===== src/rtl/fetch_pkg.sv =====
// Shared definitions for the instruction fetch sequencer: state encoding,
// instruction field bounds, the HALT opcode and the sampled control payload.
package fetch_pkg;

    localparam int unsigned XLEN     = 32;
    localparam int unsigned OPC_W    = 6;
    localparam int unsigned OPC_MSB  = 31;
    localparam int unsigned OPC_LSB  = 26;
    localparam int unsigned JIDX_MSB = 25;
    localparam int unsigned JIDX_W   = 26;
    localparam int unsigned IMM_MSB  = 15;
    localparam int unsigned IMM_W    = 16;
    localparam int unsigned TMO_W    = 4;

    localparam logic [OPC_W-1:0] OPC_HALT = 6'b111111;
    localparam logic [TMO_W-1:0] TMO_MAX  = 4'hF;

    typedef enum logic [2:0] {
        ST_IDLE  = 3'd0,
        ST_REQ   = 3'd1,
        ST_WAIT  = 3'd2,
        ST_ISSUE = 3'd3,
        ST_HALT  = 3'd4
    } fetch_state_e;

    // Control-unit / ALU results sampled when an instruction is accepted
    typedef struct packed {
        logic jump;
        logic branch;
        logic zero;
    } issue_ctrl_t;

    // Primary opcode field of an instruction word
    function automatic logic [OPC_W-1:0] opcode_of(input logic [XLEN-1:0] word);
        return word[OPC_MSB:OPC_LSB];
    endfunction

endpackage


===== src/rtl/next_pc_calc.sv =====
// Combinational next-PC selection: jump target, taken branch, or sequential.
module next_pc_calc
    import fetch_pkg::*;
(
    input  logic [XLEN-1:0] pc,
    input  logic [XLEN-1:0] instr,
    input  logic            jump,
    input  logic            branch,
    input  logic            zero,
    output logic [XLEN-1:0] next_pc
);

    logic [XLEN-1:0] pc4;
    logic [XLEN-1:0] br_off;
    logic [XLEN-1:0] jmp_tgt;
    logic            unused_opc;

    // Sequential address; wraps modulo 2^32 naturally
    assign pc4 = pc + XLEN'(4);

    // Word-aligned, sign-extended branch displacement
    assign br_off = {{(XLEN-IMM_W-2){instr[IMM_MSB]}}, instr[IMM_MSB:0], 2'b00};

    // Jump stays inside the 256 MB region of pc+4
    assign jmp_tgt = {pc4[XLEN-1:XLEN-4], instr[JIDX_MSB:0], 2'b00};

    // Opcode bits play no part in target arithmetic
    assign unused_opc = ^instr[OPC_MSB:OPC_LSB];

    // Jump wins over a taken branch
    always_comb begin
        next_pc = pc4;
        if (jump) begin
            next_pc = jmp_tgt;
        end else if (branch && zero) begin
            next_pc = pc4 + br_off;
        end
    end

endmodule


===== src/rtl/instr_fetch_seq.sv =====
// Instruction fetch sequencer: requests one word per instruction, waits for
// memory, presents it to the control unit and steers the PC on acceptance.
// Optional feature macro FETCH_TIMEOUT_EN: bounds WAIT to 16 cycles, then
// re-issues the same address and pulses fetch_retry.
module instr_fetch_seq
    import fetch_pkg::*;
#(
    parameter logic [31:0] RESET_PC = 32'h0000_0000
) (
    input  logic            clk,
    input  logic            rst,
    input  logic            start,
    output logic            imem_req,
    output logic [XLEN-1:0] imem_addr,
    input  logic            imem_valid,
    input  logic [XLEN-1:0] imem_data,
    output logic [XLEN-1:0] instr,
    output logic [OPC_W-1:0] opcode,
    output logic            instr_valid,
    input  logic            issue_ready,
    input  logic            jump,
    input  logic            branch,
    input  logic            zero,
    output logic [XLEN-1:0] pc,
`ifdef FETCH_TIMEOUT_EN
    output logic            fetch_retry,
`endif
    output logic            halted
);

    fetch_state_e    state_q, state_d;
    logic [XLEN-1:0] pc_q, pc_d;
    logic [XLEN-1:0] instr_q, instr_d;
    logic            imem_req_q;
    logic            instr_valid_q;
    logic            halted_q;
    logic [XLEN-1:0] npc_c;
    issue_ctrl_t     ctrl_c;

`ifdef FETCH_TIMEOUT_EN
    logic [TMO_W-1:0] tmo_cnt_q, tmo_cnt_d;
    logic             retry_q, retry_d;
`endif

    assign ctrl_c = '{jump: jump, branch: branch, zero: zero};

    next_pc_calc u_next_pc (
        .pc      (pc_q),
        .instr   (instr_q),
        .jump    (ctrl_c.jump),
        .branch  (ctrl_c.branch),
        .zero    (ctrl_c.zero),
        .next_pc (npc_c)
    );

    // Next-state, PC and instruction capture
    always_comb begin
        state_d = state_q;
        pc_d    = pc_q;
        instr_d = instr_q;
`ifdef FETCH_TIMEOUT_EN
        tmo_cnt_d = '0;
        retry_d   = 1'b0;
`endif
        case (state_q)
            ST_IDLE: begin
                if (start) begin
                    state_d = ST_REQ;
                    pc_d    = RESET_PC;
                end
            end
            ST_REQ: begin
                state_d = ST_WAIT;
            end
            ST_WAIT: begin
                if (imem_valid) begin
                    instr_d = imem_data;
                    state_d = ST_ISSUE;
                end
`ifdef FETCH_TIMEOUT_EN
                else if (tmo_cnt_q == TMO_MAX) begin
                    state_d = ST_REQ;
                    retry_d = 1'b1;
                end else begin
                    tmo_cnt_d = tmo_cnt_q + TMO_W'(1);
                end
`endif
            end
            ST_ISSUE: begin
                if (issue_ready) begin
                    pc_d    = npc_c;
                    state_d = (opcode_of(instr_q) == OPC_HALT) ? ST_HALT : ST_REQ;
                end
            end
            ST_HALT: begin
                state_d = ST_HALT;
            end
            default: begin
                state_d = ST_IDLE;
            end
        endcase
    end

    // State, datapath and registered strobes derived from the next state
    always_ff @(posedge clk) begin
        if (rst) begin
            state_q       <= ST_IDLE;
            pc_q          <= RESET_PC;
            instr_q       <= '0;
            imem_req_q    <= 1'b0;
            instr_valid_q <= 1'b0;
            halted_q      <= 1'b0;
        end else begin
            state_q       <= state_d;
            pc_q          <= pc_d;
            instr_q       <= instr_d;
            imem_req_q    <= (state_d == ST_REQ);
            instr_valid_q <= (state_d == ST_ISSUE);
            halted_q      <= (state_d == ST_HALT);
        end
    end

`ifdef FETCH_TIMEOUT_EN
    // WAIT-cycle counter and one-cycle retry strobe
    always_ff @(posedge clk) begin
        if (rst) begin
            tmo_cnt_q <= '0;
            retry_q   <= 1'b0;
        end else begin
            tmo_cnt_q <= tmo_cnt_d;
            retry_q   <= retry_d;
        end
    end

    assign fetch_retry = retry_q;
`endif

    assign imem_req    = imem_req_q;
    assign imem_addr   = pc_q;
    assign instr       = instr_q;
    assign opcode      = opcode_of(instr_q);
    assign instr_valid = instr_valid_q;
    assign pc          = pc_q;
    assign halted      = halted_q;

endmodule


===== config.mk =====
export PLATFORM = sky130hd
export DESIGN_NAME = instr_fetch_seq
export DESIGN_NICKNAME = d
export VERILOG_FILES = /design/src/rtl/fetch_pkg.sv /design/src/rtl/next_pc_calc.sv /design/src/rtl/instr_fetch_seq.sv
export SDC_FILE = /design/constraint.sdc
export NUM_CORES = 1
export LEC_CHECK = 0
export ABC_AREA = 1
export BUFFER_PORTS_ARGS = -buffer_cell sky130_fd_sc_hd__buf_2
export CAP_MARGIN = 5
export CORE_UTILIZATION = 35
export DETAILED_ROUTE_END_ITERATION = 12
export GPL_TIMING_DRIVEN = 0
export PLACE_DENSITY = 0.61
export SLEW_MARGIN = 10
export SYNTH_ARGS = -nofsm -noshare
export SYNTH_HDL_FRONTEND = slang
export SYNTH_HIERARCHICAL = 1
export SYNTH_SLANG_ARGS = --single-unit
export TNS_END_PERCENT = 1

===== constraint.sdc =====
create_clock -name clk -period 5.4 [get_ports clk]
set_input_delay 0.27 -clock clk [delete_from_list [all_inputs] [get_ports clk]]
set_output_delay 0.27 -clock clk [all_outputs]
set_load 0.05 [all_outputs]

# After elaboration in Yosys (flattened, before gate mapping)
# Index checks and enable logic that the tools add are counted.
# word_totals
reg_bits	70
inputBits	40
output_inout_bits	105
word_cells	33
# classes
add_sub_neg	2
eq_ne	10
n_mux	10
n_reduce_logical	5
# ops
operator	n
$mux 32	4
$pmux 32 s2	1
$add 32x3->32 const B	1
$add 32x32->32	1
$pmux 3 s5	1
$mux 3	4
$eq 3x2->1 const B	3
$eq 3x1->1 const B	2
$eq 3x3->1 const B	2
$eq 6x6->1 const B	1
$ne 2x2->1 const B	2
$logic_not 3->1	1
$reduce_and 3->1	1
$reduce_and 2->1	1
$reduce_bool 2->1	1
$logic_and 1x1->1	1

# Logic depth before layout (Yosys ltp)
# Gate-level depths: netlist of the first run.
# logic_depth
depth_word	6
depth_mapped	25
mapped_depth_nobuf	25

# Modules after synthesis
# Netlist of the first run, hierarchy kept.
# by_module_without_submodules
module	n_inst	cells_each	area_each_um2	seq_area_each_um2
next_pc_calc	1	756	3662.3	0.0
instr_fetch_seq	1	397	3124.2	1401.3

# Worst setup path after synthesis of the first run
# No wires, ideal clock.
# synth_path
path_type	reg-to-reg
start	reg pc_q[2] (netlist: imem_addr[2])
end	reg pc_q[31] (netlist: imem_addr[31])
setup_ns	0.117
arrival_ns	3.106
required_time_ns	5.283
setup_slack_ns	2.178
path_stages_with_launch	22
n_path_buf	0
synth_period_minus_slack_ns	3.222
cell_sequence	dfxtp_1 ha_1 nand3_1 inv_1 nand3_1 nor3_2 xnor2_1 clkinv_1 ha_1 inv_1 nor3_1 nand2_1 inv_1 nand2_1 nand2_1 a21oi_1 nand2_1 nand3_1 nand2_1 inv_1 a22oi_1 nor2_1
# synth_between
elab_chain_len	6
# synth_lines
element	line	text
start, declared	instr_fetch_seq.sv:32	logic [XLEN-1:0] pc_q, pc_d;
start signal, assigned	instr_fetch_seq.sv:115	pc_q <= pc_d;
$add 32x3->32 *	next_pc_calc.sv:19	assign pc4 = pc + XLEN'(4);
$add 32x32->32	next_pc_calc.sv:36	next_pc = pc4 + br_off;
$mux 32	next_pc_calc.sv:35	end else if (branch && zero) begin
$mux 32 *	next_pc_calc.sv:33	if (jump) begin
net npc_c[31]	instr_fetch_seq.sv:37	logic [XLEN-1:0] npc_c;
$mux 32 *	instr_fetch_seq.sv:90	if (issue_ready) begin
$pmux 32 s2 *	instr_fetch_seq.sv:65	case (state_q)
# The timed path passes the listed nets; every way through them passes the cells marked *. The select of a mux whose other input is x is not followed.
# A chain may end at the register's enable or synchronous reset.

# Worst setup path in the final report of the first run
# layout_path
start	reg pc_q[2] (netlist: imem_addr[2])
end	reg pc_q[15] (netlist: imem_addr[15])
# layout_between
elab_chain_len	6
# layout_lines
element	line
$add 32x3->32 *	next_pc_calc.sv:19
$add 32x32->32	next_pc_calc.sv:36
$mux 32 *	next_pc_calc.sv:35
$mux 32 *	next_pc_calc.sv:33
net npc_c[15]	instr_fetch_seq.sv:37
$mux 32 *	instr_fetch_seq.sv:90
$pmux 32 s2 *	instr_fetch_seq.sv:65
# Marks and branches as above.

==> results of run 1 <==
==> sequential cells by signal, summed over array words and instances, names as in the netlist <==
name	flops
imem_addr	32
instr	32
state_q	3
halted	1
imem_req	1
instr_valid	1
==> placed cells by master, fill, tap and decap left out, types with 3 or more instances in the layout <==
master	count
or2_2	7
nand4_1	12
inv_1	132
and2_1	6
o21ai_0	54
nand2_1	324
buf_4	38
a22oi_1	32
o21bai_1	6
a21oi_1	47
xnor2_1	4
nor2_1	187
nand3b_1	34
a31oi_1	10
nor3_2	3
clkbuf_1	18
buf_2	159
nor2_2	5
xor2_1	16
clkbuf_16	9
buf_6	3
ha_1	37
dfxtp_1	70
nand3_1	55
clkinv_1	3
nor3_1	10
nand2_2	8
==> where the power goes <==
group | internal [W] | switching [W] | total (W)
Combinational | 0.000236 | 0.000529 | 0.000765
Sequential | 0.000559 | 0.0000744 | 0.000633
Clock | 0.000362 | 0.000258 | 0.000620
==> routing by layer <==
| metal | wire length, um | share of wire | global-route usage | up-vias |
|---|---|---|---|---|
| li1 | - | - | - | 3971 |
| met1 | 10900 | 0.46 | 0.313 | 3538 |
| met2 | 10600 | 0.45 | 0.393 | 296 |
| met3 | 1600 | 0.068 | 0.0361 | 35 |
| met4 | 565 | 0.024 | 0.0744 | 0 |
| met5 | 0 | 0 | 0 | - |
==> layout make-up <==
class                           instances  share of cell area
Inverter                              136              0.0628
Timing Repair Buffer                  144              0.0886
Clock buffer                           10              0.0282
Tap cell                              260              0.0400
Buffer                                 74              0.0568
Sequential cell                        70               0.172
Multi-Input combinational cell        873               0.543
Clock inverter                          6             0.00862
==> path summary, 6_finish.rpt <==
path	slack [ns]	cells after the start	endpoint	startpoint
worst max register to register	1.83	17	imem_addr[15]	imem_addr[2]
worst max-delay path	1.83	17	imem_addr[15]	imem_addr[2]
worst min register to register	0.51	2	instr[17]	instr[17]
worst min-delay path	0.15	2	state_q[0]	rst
==> cells by family (layout without fill, tap and decap cells) <==
kind of cell	count (synthesis)	after routing
AO/OA/AOI/OAI	155	155
buffers and inverters	210	370
XOR/XNOR	20	20
adder cells (fa/ha/maj)	38	38
AND/OR/NAND/NOR	660	660
flip-flops	70	70
==> per-stage QoR <==
stage	hold slack, ns	util
final	0.150	0.432
after global routing	0.166	0.432
after CTS	0.138	0.432
after global placement	0.494	0.416
after floorplan	0.339	-
after detailed placement	0.505	0.416
==> reports/qor.yml, run 1 <==
outcome:
  status: "complete, no violations"
route:
  post-route-drc-count: 0
  drt_iter0_drc: 578
  wl_per_cell_um: 15.0
  via_per_inst: 4.98
  routed_wl_um: 23600
  firstDrtPassIters: 5
  vias: 7840
  ant_nets: 0
die:
  start_util: 0.360
  coreArea_um2: 18800
  ios: 145
  die-height_um: 141
  die_area_um2: 20000
  fp.dieW_um: 141
  rows: 50
hold_path:
  hold_class: "in -> reg"
global_routing:
  antenna_found_initial: 0
  grt_overflow: 0
  grt_pass1_vias: 6925
  grt_pass1_wl_um: 36400
  grt_max_degree: 26
  grt_usage: 0.236
synthesis:
  synth-edff-count: 0
  ys.flop_type: "dfxtp_1"
  synth_adder_area_share: 0.0712
  synth_xor_area_frac: 0.0258
  synth-seq-area-share: 0.206
  netlist_instances: 1153
  ys_types: 40
  synthSimpleGateAreaFrac: 0.421
  ys_top_cells_by_count: "324 x nand2_1, 187 x nor2_1, 132 x inv_1"
  synth_nets: 1231
  ys_warn_count: 6
  yosys-top-cells-area: "dfxtp_1 21%, nand2_1 18%, nor2_1 10%, inv_1 7.3%, ha_1 6.8%"
  synth_top_cell_by_area: "dfxtp_1"
  synth_top_area_frac: 0.206
  avgSynthCellArea_um2: 5.89
  ys_seq_elements: 70
  netlist_area_um2: 6790
  synth_mux_area_frac: 0
  synth_compound_area_frac: 0.132
  synth_top_family_by_area: "simple AND/OR/NAND/NOR gates"
  synthArstFlopShare: 0
  yosysMostFrequentCell: "nand2_1"
timing:
  maxSlewViolCount: 0
  fin_tns_setup_ns: 0
  hold_viol: 0
  finalSetupViolCount: 0
  min_period_ns: 3.57
  finalWorstSetupSlack_ns: 1.83
  fin_skew_ns: 0.0110
  tightest_slew_ns: 1.15
  rsz0062_at_grt: "false"
  clock.fmax_mhz: 280
  max_slew_margin: 0.232
  period_share: 0.662
place:
  dp_hpwl_um: 19200
  placed_cell_area_um2: 7830
  numPortBuffers: 144
  dpl.cell_count: 1557
  place_ws_ns: 1.89
  place_congestion: 0.942
critical_path:
  cp.required_ns: 5.64
  cp.buffers_inverters: 2
  path_class: "reg -> reg"
  critical-path-top-delay-family: "simple AND/OR/NAND/NOR gates"
  crit_path_end_kind: "flip-flop"
  cp_common_cell: "nand2_1"
  crit_fanout: 8
  slowest_stage: "dfxtp_1"
  startpoint_type: "flip-flop"
  critPathMaxStageDelay_ns: 0.51
  worst_ep_arrival_time_ns: 3.82
  crit_chain: "ha_1 > nand3_1 > inv_1 > nand2_1 > xor2_1 > ha_1 > nand2_1 > inv_1 > nand2_1 > nand2_1 > a21oi_1 > nand2_1 > or2_2 > nand2_1 > a31oi_1 > a22oi_1 > nor2_1"
layout:
  finalInstanceArea_um2: 8130
  diodes: 0
  nets: 1386
  area_delta_synth_final_pct: 19.8
  drive_gt1_frac: 0.187
  final_cells: 1573
  multi_input_area_um2: 4410
  regArea_um2: 1400
  nFillCells: 2106
clock_network:
  insertion_delay_ns: 0.35
  cts_resized: 0
  h-tree-depth: 3
  cts_hold_buffers: 0
  cts.reportedPaths.clkPinSlew_ns: 0.06
  cts-root-buf: "clkbuf_16"
  cts.sinks: 70
  cts_tree: "yes"
  cts_buffer_depth: 2
  postCtsSetupBuffers: 0
  cts_buffers: 9
run:
  cap_viol_max_count: 0
power_and_ir_drop:
  finalPower_w: 0.00202
  power.density_nw_per_um2: 248
  total_leakage_power_nw: 4.47
  max-vdd-ir-drop_v: 0.000189
Power figures use the tool's default switching activity.
==> run 2: changes to the inputs <==
- PLACE_DENSITY: 0.61 -> 0.63
- clock period: 5.4 -> 3.1 ns (I/O delays scaled with it)
==> run 2 against run 1 <==
Total power grew 79%. Final cell count grew 1.7%. Sequential share of layout area shrank 0.86 points. First-iteration DRC count grew 3.6%. Non-clock buffer count grew 26. Clock-buffer cell count shrank 1. Hold slack lost 0.12 ns. Sequential power grew 75%. Clock skew grew 0.0023 ns. Critical endpoint unchanged. Largest cell class unchanged. Largest power group unchanged. Highest routed layer unchanged.
==> reports/qor.yml, run 2 (synthesis results as in run 1) <==
global_routing:
  grt_max_degree: 26  # unchanged
  grt_overflow: 0  # unchanged
  grt_pass1_wl_um: 36700  # was 36400 um
  grt_pass1_vias: 7052  # was 6925
  grt_usage: 0.236  # about the same
  antenna_found_initial: 0  # unchanged
critical_path:
  crit_chain: "ha_2 > nand2_2 > nor2_1 > xor2_1 > ha_1 > nand2_1 > nand2_1 > nand2_1 > nand2_1 > a21oi_1 > nand2_2 > or2_2 > nand2_1 > a31oi_1 > a22oi_1 > nor2_1"  # was ha_1 > nand3_1 > inv_1 > nand2_1 > xor2_1 > ha_1 > nand2_1 > inv_1 > nand2_1 > nand2_1 > a21oi_1 > nand2_1 > or2_2 > nand2_1 > a31oi_1 > a22oi_1 > nor2_1
  crit_fanout: 7  # was 8
  slowest_stage: "dfxtp_4"  # was dfxtp_1
  crit_path_end_kind: "flip-flop"  # unchanged
  cp.required_ns: 3.34  # was 5.64 ns
  worst_ep_arrival_time_ns: 3.33  # was 3.82 ns
  startpoint_type: "flip-flop"  # unchanged
  cp_common_cell: "nand2_1"  # unchanged
  critPathMaxStageDelay_ns: 0.41  # was 0.51 ns
  path_class: "reg -> reg"  # unchanged
timing:
  finalSetupViolCount: 0  # unchanged
  hold_viol: 0  # unchanged
  max_slew_margin: 0.410  # was 0.232
  period_share: 0.994  # was 0.662
  rsz0062_at_grt: "true"  # was false
  fin_hold_ws_ns: 0.0330  # was 0.150 ns
  clock.fmax_mhz: 325  # was 280 MHz
  fin_skew_ns: 0.0132  # was 0.0110 ns
  maxSlewViolCount: 0  # unchanged
  min_period_ns: 3.08  # was 3.57 ns
  tightest_slew_ns: 0.885  # was 1.15 ns
place:
  numPortBuffers: 144  # unchanged
  place_congestion: 0.969  # was 0.942
  dp_hpwl_um: 19100  # was 19200 um
power_and_ir_drop:
  p_switching_w: 0.00158  # was 0.000861 W
  power.density_nw_per_um2: 401  # was 248 nW/um2
  max-vdd-ir-drop_v: 0.000386  # was 0.000189 V
  total_leakage_power_nw: 4.71  # was 4.47 nW
  switching_share: 0.437  # was 0.427
  intPower_w: 0.00203  # was 0.00116 W
  combPwrFrac: 0.414  # was 0.379
  finalPower_w: 0.00361  # was 0.00202 W
  clkPwrFrac: 0.279  # was 0.307
  seqPwrFrac: 0.307  # was 0.314
die:
  rows: 50  # unchanged
  die_area_um2: 20000  # unchanged
  die-height_um: 141  # unchanged
  ios: 145  # unchanged
  coreArea_um2: 18800  # unchanged
  fp.dieW_um: 141  # unchanged
  start_util: 0.360  # unchanged
route:
  vias: 7945  # was 7840
  wl_per_cell_um: 15.1  # was 15.0 um
  firstDrtPassIters: 9  # was 5
  ant_nets: 0  # unchanged
  via_per_inst: 4.97  # was 4.98
  drt_iter0_drc: 599  # was 578
  routed_wl_um: 24100  # was 23600 um
  post-route-drc-count: 0  # unchanged
outcome:
  status: "complete, no violations"  # unchanged
clock_network:
  cts_buffers: 9  # unchanged
  h-tree-depth: 3  # unchanged
  cts.sinks: 70  # unchanged
  cts-root-buf: "clkbuf_16"  # unchanged
  insertion_delay_ns: 0.36  # was 0.35 ns
  cts_buffer_depth: 2  # unchanged
  cts.reportedPaths.clkPinSlew_ns: 0.07  # was 0.06 ns
  cts_tree: "yes"  # unchanged
layout:
  final_common_cell: "nand2_1"  # unchanged
  fin_util: 0.478  # was 0.432
  area_delta_synth_final_pct: 32.7  # was 19.8%
  nets: 1412  # was 1386
  drive_gt1_frac: 0.307  # was 0.187
  layout_common_cells: "298 x nand2_1, 165 x nor2_1, 159 x buf_2"  # was 324 x nand2_1, 187 x nor2_1, 159 x buf_2
  diodes: 0  # unchanged
hold_path:
  hold_class: "in -> reg"  # unchanged
run:
  cap_viol_max_count: 0  # unchanged
-- run 2: worst max-delay path, delay by kind of cell (launching register included) --
family,cells,cell delay [ns]
AND/OR/NAND/NOR,10,1.14
adder cells (fa/ha/maj),2,0.61
AO/OA/AOI/OAI,3,0.52
flip-flops,1,0.41
XOR/XNOR,1,0.29
-- run 2: final cells by class --
type                       instances  area (um2)
fill                            1964        9830
clock buffer                       9         225
timing repair buffer             170         916
inverter                         136         510
multi-input combinational        873        5030
sequential                        70        1470
tap                              260         325
clock inverter                     7        61.3
buffer                            74         462
-- run 2: path summary, 6_finish.rpt --
check,startpoint,to,slack [ns],cells after the start
worst max-delay path,imem_addr[2],imem_addr[15],0.02,16
worst max register to register,imem_addr[2],imem_addr[15],0.02,16
worst min register to register,instr[20],instr[20],0.51,2
worst min-delay path,rst,state_q[2],0.03,2
-- run 2: what timing repair did --
action                                  4_1_cts  5_1_grt
resized for setup                            45      131
gates cloned                                  0        0
buffers inserted                              0       26
endpoints found under the setup margin       23       24
hold buffers                                  0        0
pin swaps                                     1       25
-- run 2: routing by layer --
metal / global-route usage / up-vias / part of all wire
met3: 0.0378 / 47 / 0.063
met4: 0.0898 / 0 / 0.031
li1: - / 4024 / -
met2: 0.387 / 269 / 0.46
met5: 0 / - / 0
met1: 0.310 / 3605 / 0.45
-- run 2: stage by stage --
stage	cell area [um2]	setup TNS, ns	instances	worst slack [ns]
detailed placement	7840	-4.54	1557	-0.344
floorplan	6790	0	1153	0.0174
CTS	8270	-0.0196	1573	-0.0127
finish	9000	0	1599	0.0191
global placement	7840	-4.42	1557	-0.346
global route	9000	-0.373	1599	-0.0512
-- run 2: power groups by stage --
stage	logic, W	clock network (W)	registers, W
2_1_floorplan	0.000786	0	0.00132
6_report	0.00149	0.00101	0.00111
4_1_cts	0.00134	0.00103	0.00111
3_3_place_gp	0.00132	0	0.00112
5_1_grt	0.00160	0.00107	0.00112
3_5_place_dp	0.00133	0	0.00112
